File: src/rtl/ram_req_ctrl.sv
// ram_req_ctrl
// Request-side controller in front of a single-port block RAM with a 1-cycle
// registered read. Converts a valid/ready byte-addressed request stream into
// word accesses, returns a one-cycle response pulse, flags out-of-range
// accesses and zero-fills the whole RAM after every reset.
//
// Ports
//   i_clk             clock
//   i_rst_n           asynchronous active-low reset
//   i_req_valid       request present
//   o_req_ready       request can be accepted this cycle
//   i_req_write       1 = write, 0 = read
//   i_req_addr        byte address, bits [1:0] ignored
//   i_req_wdata       write data
//   o_resp_valid      one-cycle response pulse
//   o_resp_data       read data (0 for writes and errors)
//   o_resp_err        out-of-range access, qualified by o_resp_valid
//   o_busy            high while clearing or waiting on a read
//   o_ram_address     RAM word address
//   o_ram_write_data  RAM write data
//   o_ram_write_en    RAM write enable
//   i_ram_read_data   RAM read data
//
// state   | meaning
// --------+--------------------------------------------------------
// CLEAR   | zero-fill RAM, one word per cycle, DEPTH cycles total
// IDLE    | accept requests; writes and errors respond next cycle
// RD_WAIT | RAM read in flight; capture read data into response
module ram_req_ctrl #(
  parameter  int SIZE   = 32,
  parameter  int DEPTH  = 256,
  parameter  int ADDR_W = 32,
  localparam int AW     = $clog2(DEPTH)
) (
  input  logic              i_clk,
  input  logic              i_rst_n,
  input  logic              i_req_valid,
  output logic              o_req_ready,
  input  logic              i_req_write,
  input  logic [ADDR_W-1:0] i_req_addr,
  input  logic [SIZE-1:0]   i_req_wdata,
  output logic              o_resp_valid,
  output logic [SIZE-1:0]   o_resp_data,
  output logic              o_resp_err,
  output logic              o_busy,
  output logic [AW-1:0]     o_ram_address,
  output logic [SIZE-1:0]   o_ram_write_data,
  output logic              o_ram_write_en,
  input  logic [SIZE-1:0]   i_ram_read_data
);

  typedef enum logic [1:0] {
    CLEAR   = 2'd0,
    IDLE    = 2'd1,
    RD_WAIT = 2'd2
  } state_t;

  localparam logic [63:0] DEPTH_W = 64'(DEPTH);

  state_t          r_state;
  logic [AW-1:0]   r_clr_cnt;
  logic [AW-1:0]   r_rd_addr;

  logic [ADDR_W-3:0] w_idx;
  logic              w_in_range;
  logic              w_accept;
  logic              w_ram_we;

  assign w_idx      = i_req_addr[ADDR_W-1:2];
  // Full-width compare so high address bits can never alias into the RAM.
  assign w_in_range = (64'(w_idx) < DEPTH_W);
  assign w_accept   = i_req_valid & o_req_ready;

  assign o_req_ready = (r_state == IDLE);
  assign o_busy      = (r_state != IDLE);

  always_comb begin
    o_ram_address    = '0;
    o_ram_write_data = '0;
    w_ram_we         = 1'b0;
    case (r_state)
      CLEAR: begin
        o_ram_address = r_clr_cnt;
        w_ram_we      = 1'b1;
      end
      IDLE: begin
        if (w_accept && w_in_range) begin
          o_ram_address = w_idx[AW-1:0];
          if (i_req_write) begin
            o_ram_write_data = i_req_wdata;
            w_ram_we         = 1'b1;
          end
        end
      end
      RD_WAIT: begin
        o_ram_address = r_rd_addr;
      end
      default: begin
        o_ram_address = '0;
      end
    endcase
  end

  // The state is already CLEAR during reset; gating keeps the RAM from being
  // written while reset is asserted.
  assign o_ram_write_en = w_ram_we & i_rst_n;

  always_ff @(posedge i_clk or negedge i_rst_n) begin
    if (!i_rst_n) begin
      r_state      <= CLEAR;
      r_clr_cnt    <= '0;
      r_rd_addr    <= '0;
      o_resp_valid <= 1'b0;
      o_resp_data  <= '0;
      o_resp_err   <= 1'b0;
    end else begin
      o_resp_valid <= 1'b0;
      case (r_state)
        CLEAR: begin
          if (r_clr_cnt == AW'(DEPTH - 1)) begin
            r_clr_cnt <= '0;
            r_state   <= IDLE;
          end else begin
            r_clr_cnt <= r_clr_cnt + 1'b1;
          end
        end
        IDLE: begin
          if (w_accept) begin
            if (!w_in_range) begin
              o_resp_valid <= 1'b1;
              o_resp_err   <= 1'b1;
              o_resp_data  <= '0;
            end else if (i_req_write) begin
              o_resp_valid <= 1'b1;
              o_resp_err   <= 1'b0;
              o_resp_data  <= '0;
            end else begin
              r_rd_addr <= w_idx[AW-1:0];
              r_state   <= RD_WAIT;
            end
          end
        end
        RD_WAIT: begin
          o_resp_valid <= 1'b1;
          o_resp_err   <= 1'b0;
          o_resp_data  <= i_ram_read_data;
          r_state      <= IDLE;
        end
        default: begin
          r_state <= CLEAR;
        end
      endcase
    end
  end

endmodule

File: config.mk
export PLATFORM = sky130hd
export DESIGN_NAME = ram_req_ctrl
export DESIGN_NICKNAME = d
export VERILOG_FILES = /design/src/rtl/ram_req_ctrl.sv
export SDC_FILE = /design/constraint.sdc
export NUM_CORES = 1
export LEC_CHECK = 0
export ABC_AREA = 0
export CORE_UTILIZATION = 36
export CTS_CLUSTER_DIAMETER = 200
export DETAILED_ROUTE_END_ITERATION = 8
export PLACE_DENSITY_LB_ADDON = 0.3
export SETUP_SLACK_MARGIN = 0.5
export SYNTH_ARGS = -nofsm -noshare
export SYNTH_HDL_FRONTEND = slang
export SYNTH_SLANG_ARGS = --single-unit
export TNS_END_PERCENT = 50
File: constraint.sdc
create_clock -name i_clk -period 2.2 [get_ports i_clk]
set_input_delay 0.33 -clock i_clk [delete_from_list [all_inputs] [get_ports i_clk]]
set_output_delay 0.33 -clock i_clk [all_outputs]
set_load 0.05 [all_outputs]
==> reports/results.ini <==
[status]
outcome=finished, violations left
violations=negative setup slack

[yosys]
synth_edf_count=0
yosys_warnings=0
synth.area.top_cells=dfrtp_1 49%, nand2_1 9.9%, and3_1 7.6%, o21ai_0 7.2%, mux2_2 3.8%
yosys_register_bits=52
async_reset_ff_share_pct=100
syn_avg_cell_area_um2=8.99
seq_area_frac_synth_pct=49.1
yosysTopAreaCellShare_pct=49.1
synth_nets=401
yosysMostFrequentCell=nand2_1
synth_top_cells_by_count=70 x nand2_1, 52 x dfrtp_1, 38 x o21ai_0
syn_inst=295
ys.flop_type=dfrtp_1
netlist_area_um2=2650
synth_cell_types=36
synth_top_cell_by_area=dfrtp_1

[final_layout]
fillCellCount=424
drive_gt1_share_pct=35.0
utilization_pct=80.6
syn2layout_area_growth_pct=111
nets=593
antenna_cells=0

[cts]
clk_pin_slew_ns=0.11
numCtsBuffers=5
tritoncts=yes
htree_levels=2
cts_sinks=52
cts_hold_buffers=0
clk_path_buf_depth=2
root_buffer=clkbuf_8
clk_latency_ns=0.31

[critical_path]
critical_path_required_ns=1.87
cp_max_fo=4
cp.arrival_ns=1.95
worstSetupEndpointType=output pin
cp-start-kind=flop
crit_type=reg2out

[die]
rows=30
start_util_pct=38.2
core_um2=6940
die_y_um=87.8
die_x_um=87.8
dieArea_um2=7710
boundaryPins=177

[route]
vias_per_cell=5.24
drc_errors=0
drt_iter0_markers=122
dr_total_vias=3059
routed_wl_um=11200
ant_nets=0
wl_per_cell_um=19.1
drtPass1Iterations=6

[place]
dp_slack_ns=-0.304
gp_congestion=0.799
dp_hpwl_um=7780
port_buffers=174

[sta]
finalClockSkew_ns=0.0114
rsz0062_at_grt=yes
slew_headroom_pct=45.0
fin_crit_sh_pct=104
hold-worst-slack_ns=0.172
setup_viol=10
hold_violations=0
fin_crit_ns=2.28
setup_ws_ns=-0.0828
clock.fmax_mhz=438
slew_violations=0
worstMarginPinSlew_ns=0.825

[global_routing]
grt_max_degree=53
grt_overflow_total=0
gr-usage-all-layers_pct=26.9
grt_pass1_wl_um=15600
antenna_found_initial=1
first_global_vias=3006

[power]
powerDensity_nw_per_um2=316
leakagePower_nw=2.50
ir_drop_mv=0.251
fin_total_pwr_mw=1.77

[run]
drv_cap=0

[min_path]
hold_class=in2async

-- per-stage QoR --
stage | std cells | setup TNS, ns | area (um^2)
final | 584 | -0.265 | 5600
after CTS | 578 | -0.464 | 5510
after global placement | 557 | -14.62 | 5310
after detailed placement | 557 | -17.83 | 5310
after floorplan | 295 | 0 | 3010
after global routing | 584 | -2.21 | 5600
-- path summary, 6_finish.rpt --
| kind | start | to | slack (ns) | cells after the start |
|---|---|---|---|---|
| worst max-delay path | r_state[1]$_DFFE_PN0P_ | o_ram_address[7] | -0.08 | 8 |
| worst min-delay path | i_rst_n | o_resp_data[20]$_DFFE_PN0P_ | 0.17 | 2 |
| worst max register to register | r_state[1]$_DFFE_PN0P_ | o_resp_data[1]$_DFFE_PN0P_ | 0.25 | 11 |
| worst min register to register | o_resp_data[20]$_DFFE_PN0P_ | o_resp_data[20]$_DFFE_PN0P_ | 0.49 | 2 |
| max in group asynchronous | i_rst_n | r_state[0]$_DFFE_PN0P_ | 1.57 | 2 |
| min in group i_clk | o_resp_data[20]$_DFFE_PN0P_ | o_resp_data[20]$_DFFE_PN0P_ | 0.49 | 2 |
-- layout by cell type (no fill, tap or decap), drive strengths merged, types with 2 or more instances in the layout --
cell | synthesis | routed
a222oi | 8 | 8
nor3 | 3 | 3
clkdlybuf4s50 | 0 | 74
clkbuf | 16 | 13
mux2 | 9 | 9
a31oi | 2 | 2
nand3 | 6 | 6
and3 | 32 | 32
dfrtp | 52 | 52
nand2 | 70 | 70
clkdlybuf4s15 | 1 | 6
dlygate4sd2 | 0 | 40
o21a | 2 | 2
nand4 | 2 | 2
mux2i | 2 | 2
xnor2 | 2 | 2
ha | 6 | 6
o21ai | 38 | 38
nor4 | 5 | 5
nor2 | 13 | 13
inv | 7 | 9
buf | 7 | 80
-- cells by family after synthesis --
| logic type | synth area share, % |
|---|---|
| fa+ha+maj | 2.83 |
| buf+inv | 5.14 |
| simple gates | 23.9 |
| mux | 4.58 |
| compound gates | 13.5 |
| flops | 49.1 |
| xor+xnor | 0.991 |
-- flip-flops by register name, summed over array words and instances (netlist names) --
register and cells:
o_resp_data 32, r_clr_cnt 8, r_rd_addr 8, r_state 2, o_resp_err 1, o_resp_valid 1
-- area by class of cell --
type                       instances  area (um^2)  share of cell area, %
clock buffer                       5         68.8                   1.23
clock inverter                     3         25.0                  0.447
inverter                           7         28.8                  0.514
multi-input combinational        212         1610                   28.8
sequential                        52         1300                   23.3
tap                               96          120                   2.14
timing repair buffer             209         2440                   43.6
-- where the power goes --
group          switching [mW]  leakage, nW  internal (mW)  total (mW)
Clock                   0.351       0.0452          0.233       0.583
Sequential                  0        0.715          0.955       0.955
Combinational          0.0808         1.74          0.150       0.231
-- timing repair --
item                                    in CTS  in global routing
endpoints found under the setup margin     122                 87
resized for setup                           95                 40
setup buffers                               10                  5
cloned                                       3                  1
pin swaps                                   29                 26
endpoints found under the hold margin        0                  0
-- worst max-delay path: stages (launching register included) --
cell	delay, ns
dfrtp_1	0.41
inv_2	0.07
ha_4	0.17
nand2_4	0.07
nor3_4	0.06
buf_6	0.13
a222oi_1	0.47
nor2_4	0.09
buf_12	0.18
-- metal layers --
| layer | wire length (um) | up-vias | track usage (%) |
|---|---|---|---|
| met3 | 699 | 27 | 6.79 |
| met2 | 6060 | 117 | 50.2 |
| li1 | - | 1408 | - |
| met4 | 289 | 2 | 8.20 |
| met5 | 10 | - | 0 |
| met1 | 4100 | 1505 | 29.9 |
Note: power is estimated with default switching activity, not from simulation.
==> variant 1, RTL diff (same settings) <==
Encoding of `state_t`: now one-hot (3 bits for 3 states).
--- a/src/rtl/ram_req_ctrl.sv
+++ b/src/rtl/ram_req_ctrl.sv
@@ -49,10 +49,10 @@
   input  logic [SIZE-1:0]   i_ram_read_data
 );
 
-  typedef enum logic [1:0] {
-    CLEAR   = 2'd0,
-    IDLE    = 2'd1,
-    RD_WAIT = 2'd2
+  typedef enum logic [2:0] {
+    CLEAR   = 3'b001,
+    IDLE    = 3'b010,
+    RD_WAIT = 3'b100
   } state_t;
 
   localparam logic [63:0] DEPTH_W = 64'(DEPTH);
Formal check against the unedited RTL: no difference found for any inputs over 10 cycles, from zero or initial values and one cycle with i_rst_n low; not proved beyond that.
==> variant 1 against the original RTL <==
The run still ends with negative setup slack left. Clock skew shrank 0.0034 ns. Synthesized area grew 0.14%. Routed wire length shrank 8.2%. Non-clock buffer count grew 14. Sequential cell count grew 1. Synthesized cell count shrank 26%. Die area grew 0.15%. Final area grew 0.51%. Worst setup slack lost 0.075 ns. Register-to-register slack lost 0.15 ns.
Power is not compared: it rests on default switching activity, and its combinational part moved more than twofold at a synthesized area within 25%.
==> variant 1: results (changes against the original RTL) <==
.. list-table::
   :header-rows: 1

   * - Metric
     - Value
   * - Status
     - finished with violations
   * - Violations in the final reports
     - negative setup slack
   * - Met3 Routed Length
     - 932 um (+33%)
   * - Worst path slowest cell
     - sky130_fd_sc_hd__or3b_4
   * - Final GP Congestion
     - 0.799 (about the same)
   * - Pin count of the biggest net entering global routing
     - 54 (+1.9%)
   * - Non-clock buffer contribution to total cell area
     - 0.467 (+0.0309)
   * - Capture instance of the worst register-to-register path
     - r_rd_addr[2]$_DFFE_PN0P_
   * - Vias in the first global route
     - 2,871 (-4.5%)
   * - Storage cell area
     - 1330 um^2 (+1.9%)
   * - Area growth from synthesis to final layout
     - 112%
   * - #MultiIn Comb
     - 148 (-30%)
   * - Post-detailed-routing wire length
     - 10,300 um (-8.2%)
   * - Die Outline Area
     - 7720 um^2 (+0.15%)
   * - Fin nets
     - 536 (-9.6%)
   * - Clk tree area frac
     - 0.0191 (+0.00236)
   * - Inverters, non-clock
     - 4 (-3)
   * - Start of the worst register-to-register path
     - r_state[0]$_DFFE_PN1P_
   * - Clock transition at the registers of the reported paths
     - 0.09 ns (-0.02 ns)
   * - Routed metal-1 wire length
     - 3860 um (-5.9%)
   * - Vias per cell
     - 5.13 (-2.0%)
   * - Layout buffer count excluding clock buffers
     - 223 (+6.7%)
   * - TritonRoute pass-1 iters
     - 4 (-2)
   * - Via count of the routed design
     - 2,726 (-11%)
   * - Detailed placement HPWL
     - 6550 um (-16%)
   * - Worst-case setup margin in the final layout
     - -0.158 ns (-0.0752 ns)
   * - Cell variety after synth
     - 45 (+25%)
   * - Setup TNS
     - -4.60 ns (-4.34 ns)
   * - Setup violators final
     - 41 (+31)
   * - Reg2reg setup slack
     - 0.10 ns (-0.15 ns)
   * - Critical path origin
     - r_state[2]$_DFFE_PN0P_
[variant 1: cells by family after synthesis]
| group | synth area share |
|---|---|
| AND/OR/NAND/NOR | 0.203 |
| adder cells (fa/ha/maj) | 0.00471 |
| XOR/XNOR | 0.00990 |
| AO/OA/AOI/OAI | 0.194 |
| flip-flops | 0.500 |
| multiplexers | 0.0419 |
| buffers and inverters | 0.0471 |
[variant 1: what timing repair did]
| action | in CTS | in global routing |
|---|---|---|
| endpoints found under the hold margin | 0 | 0 |
| pin swaps | 22 | 33 |
| gates cloned | 3 | 2 |
| resized for setup | 92 | 12 |
| buffers inserted | 17 | 6 |
| endpoints found under the setup margin | 117 | 88 |
[variant 1: power by group]
| group | internal [W] | switching, W | total (W) |
|---|---|---|---|
| sequential | 0.00104 | 0.0000977 | 0.00114 |
| combinational | 0.000564 | 0.000511 | 0.00108 |
| clock | 0.000337 | 0.000308 | 0.000645 |
| total | 0.00194 | 0.000916 | 0.00286 |
==> variant 2, RTL diff (config.mk and constraints unchanged) <==
Without the edit above. `ADDR_W`: 32 -> 64.
--- a/src/rtl/ram_req_ctrl.sv
+++ b/src/rtl/ram_req_ctrl.sv
@@ -29,7 +29,7 @@
 module ram_req_ctrl #(
   parameter  int SIZE   = 32,
   parameter  int DEPTH  = 256,
-  parameter  int ADDR_W = 32,
+  parameter  int ADDR_W = 64,
   localparam int AW     = $clog2(DEPTH)
 ) (
   input  logic              i_clk,
Ports: changed (resized i_req_addr); port bits go from 177 to 209. No check against the original RTL was run, so the function may have changed too.
==> variant 2 against the original RTL <==
The flow still finishes with violations (negative setup slack). Final area rose by 12%. Sequential share of layout area decreased by 2.5 points. First-iteration DRC count increased by 24%. Worst setup slack worse by 0.084 ns. Total power increased by 6.4%. Critical path type is now in2out. Synthesized area grew 8.8%. Routed wire length rose by 3.0%. Count of clock-buffer cells in the layout rose by 1. Sequential cell count is the same. Register-to-register slack improved by 0.12 ns.
==> variant 2: results (changes against the original RTL) <==
.. list-table::
   :header-rows: 1

   * - Metric
     - Value
   * - Number of placed instances, taps included
     - 609 (+9.3%)
   * - Synth Net Count
     - 433 (+8.0%)
   * - DRC marker count from the first detailed-route iteration
     - 151 (+24%)
   * - Status
     - finished with violations
   * - Maximum fanout along the worst path
     - 10 (+6)
   * - Met1 track demand over resource
     - 0.291 (-0.00804)
   * - Leading post-synthesis cells by cell area
     - sky130_fd_sc_hd__dfrtp_1 45%, sky130_fd_sc_hd__mux2i_1 11%, sky130_fd_sc_hd__and2_1 6.9%
   * - Crit-path max cell delay
     - 0.38 ns (-0.09 ns)
   * - Vias in the first global route
     - 3,504 (+17%)
   * - M3 GR Usage
     - 0.0771 (+0.00919)
   * - Count of placed standard cells in the final layout, fillers left out
     - 636 (+8.9%)
   * - Most frequent cells after synthesis
     - 52 x sky130_fd_sc_hd__dfrtp_1, 39 x sky130_fd_sc_hd__nand2_1, 38 x sky130_fd_sc_hd__inv_1
   * - Global-route wire length before repair
     - 17,700 um (+14%)
   * - Synthesized-area fraction occupied by ao, oa, aoi and oai cells
     - 0.0889 (-0.0460)
   * - Routed metal-1 wire length
     - 4100 um (about the same)
   * - Fin nets
     - 672 (+13%)
   * - Avg Inst Size Synth
     - 9.78 um^2 (+8.8%)
   * - Setup skew after layout
     - 0.0150 ns (+0.00363 ns)
   * - Adder-cell share of the synthesized area
     - 0.0260 (-0.00228)
   * - Met3 Routed Length
     - 1030 um (+48%)
   * - Worst IR drop on VDD
     - 0.369 mV (+47%)
   * - Setup TNS
     - -6.27 ns (-6.01 ns)
   * - Cell leakage power
     - 2.86 nW (+14%)
   * - Dominant cell by count in the synthesized netlist
     - sky130_fd_sc_hd__dfrtp_1
   * - Violations in the final reports
     - negative setup slack
   * - Cell variety after synth
     - 35 (-2.8%)
   * - Met2 Routed Length
     - 6080 um (+0.33%)
   * - Worst-case setup margin in the final layout
     - -0.166 ns (-0.0835 ns)
   * - Post-detailed-routing wire length
     - 11,500 um (+3.0%)
   * - Global-route total usage across every layer
     - 0.272 (+0.00255)
   * - Vias per cell
     - 4.95 (-5.5%)
   * - Pre-CTS setup slack
     - -0.606 ns (-0.302 ns)
   * - Multiplexer share of the synthesized area
     - 0.150 (+0.104)
   * - TritonRoute pass-1 iters
     - 4 (-2)
   * - Data arrival time at the worst-slack endpoint
     - 2.04 ns (+0.09 ns)
   * - Worst-Margin Slew
     - 0.653 ns (-0.172 ns)
   * - IO Port Bufs
     - 206 (+18%)
   * - Reg2reg setup slack
     - 0.37 ns (+0.12 ns)
   * - Setup violators final
     - 41 (+31)
   * - Fraction of the yosys area taken by sequential cells
     - 0.451 (-0.0396)
   * - Share of post-route cells with drive strength above 1
     - 0.386 (+0.0354)
   * - Final GP Congestion
     - 0.857 (+7.3%)
   * - Worst path slowest cell
     - sky130_fd_sc_hd__nor4_4
-- variant 2: repair_timing --
action / 4_1_cts / 5_1_grt
hold buffers: 0 / 0
gates cloned: 2 / 0
setup endpoints to repair: 120 / 90
hold endpoints to repair: 0 / 0
buffers inserted: 16 / 2
pin swaps: 26 / 13
gates resized for setup: 222 / 35
-- variant 2: cell type report --
type | count | area [um^2]
repair buffers | 246 | 2760
multi-input cells | 191 | 1850
fillers | 446 | 1440
flip-flops and latches | 52 | 1310
inverters | 38 | 146
well taps | 102 | 128
clock buffers | 6 | 82.6
clock inverters | 1 | 8.76
-- variant 2: cells by family after synthesis --
| family | count (synthesis) |
|---|---|
| XOR/XNOR | 3 |
| multiplexers | 42 |
| AO/OA/AOI/OAI | 35 |
| buffers and inverters | 52 |
| AND/OR/NAND/NOR | 105 |
| flip-flops | 52 |
| adder cells (fa/ha/maj) | 6 |
-- variant 2: worst paths after layout --
kind / from / to / cells past startpoint
min: i_rst_n / r_rd_addr[2]$_DFFE_PN0P_ / 2
max in group asynchronous: i_rst_n / r_state[1]$_DFFE_PN0P_ / 2
max: i_req_addr[55] / o_ram_write_data[9] / 8
min in group i_clk: o_resp_data[20]$_DFFE_PN0P_ / o_resp_data[20]$_DFFE_PN0P_ / 2
min reg2reg: o_resp_data[20]$_DFFE_PN0P_ / o_resp_data[20]$_DFFE_PN0P_ / 2
max reg2reg: r_state[0]$_DFFE_PN0P_ / r_state[0]$_DFFE_PN0P_ / 6
-- variant 2: power breakdown --
group / switching, W / internal [W]
Combinational: 0.000127 / 0.000229
Clock: 0.000317 / 0.000252
Sequential: 0.000000917 / 0.000957
-- variant 2: worst max-delay path, delay by kind of cell --
kind,cells,cell delay [ns]
buffers and inverters,3,0.36
and+or+nand+nor,5,1.34
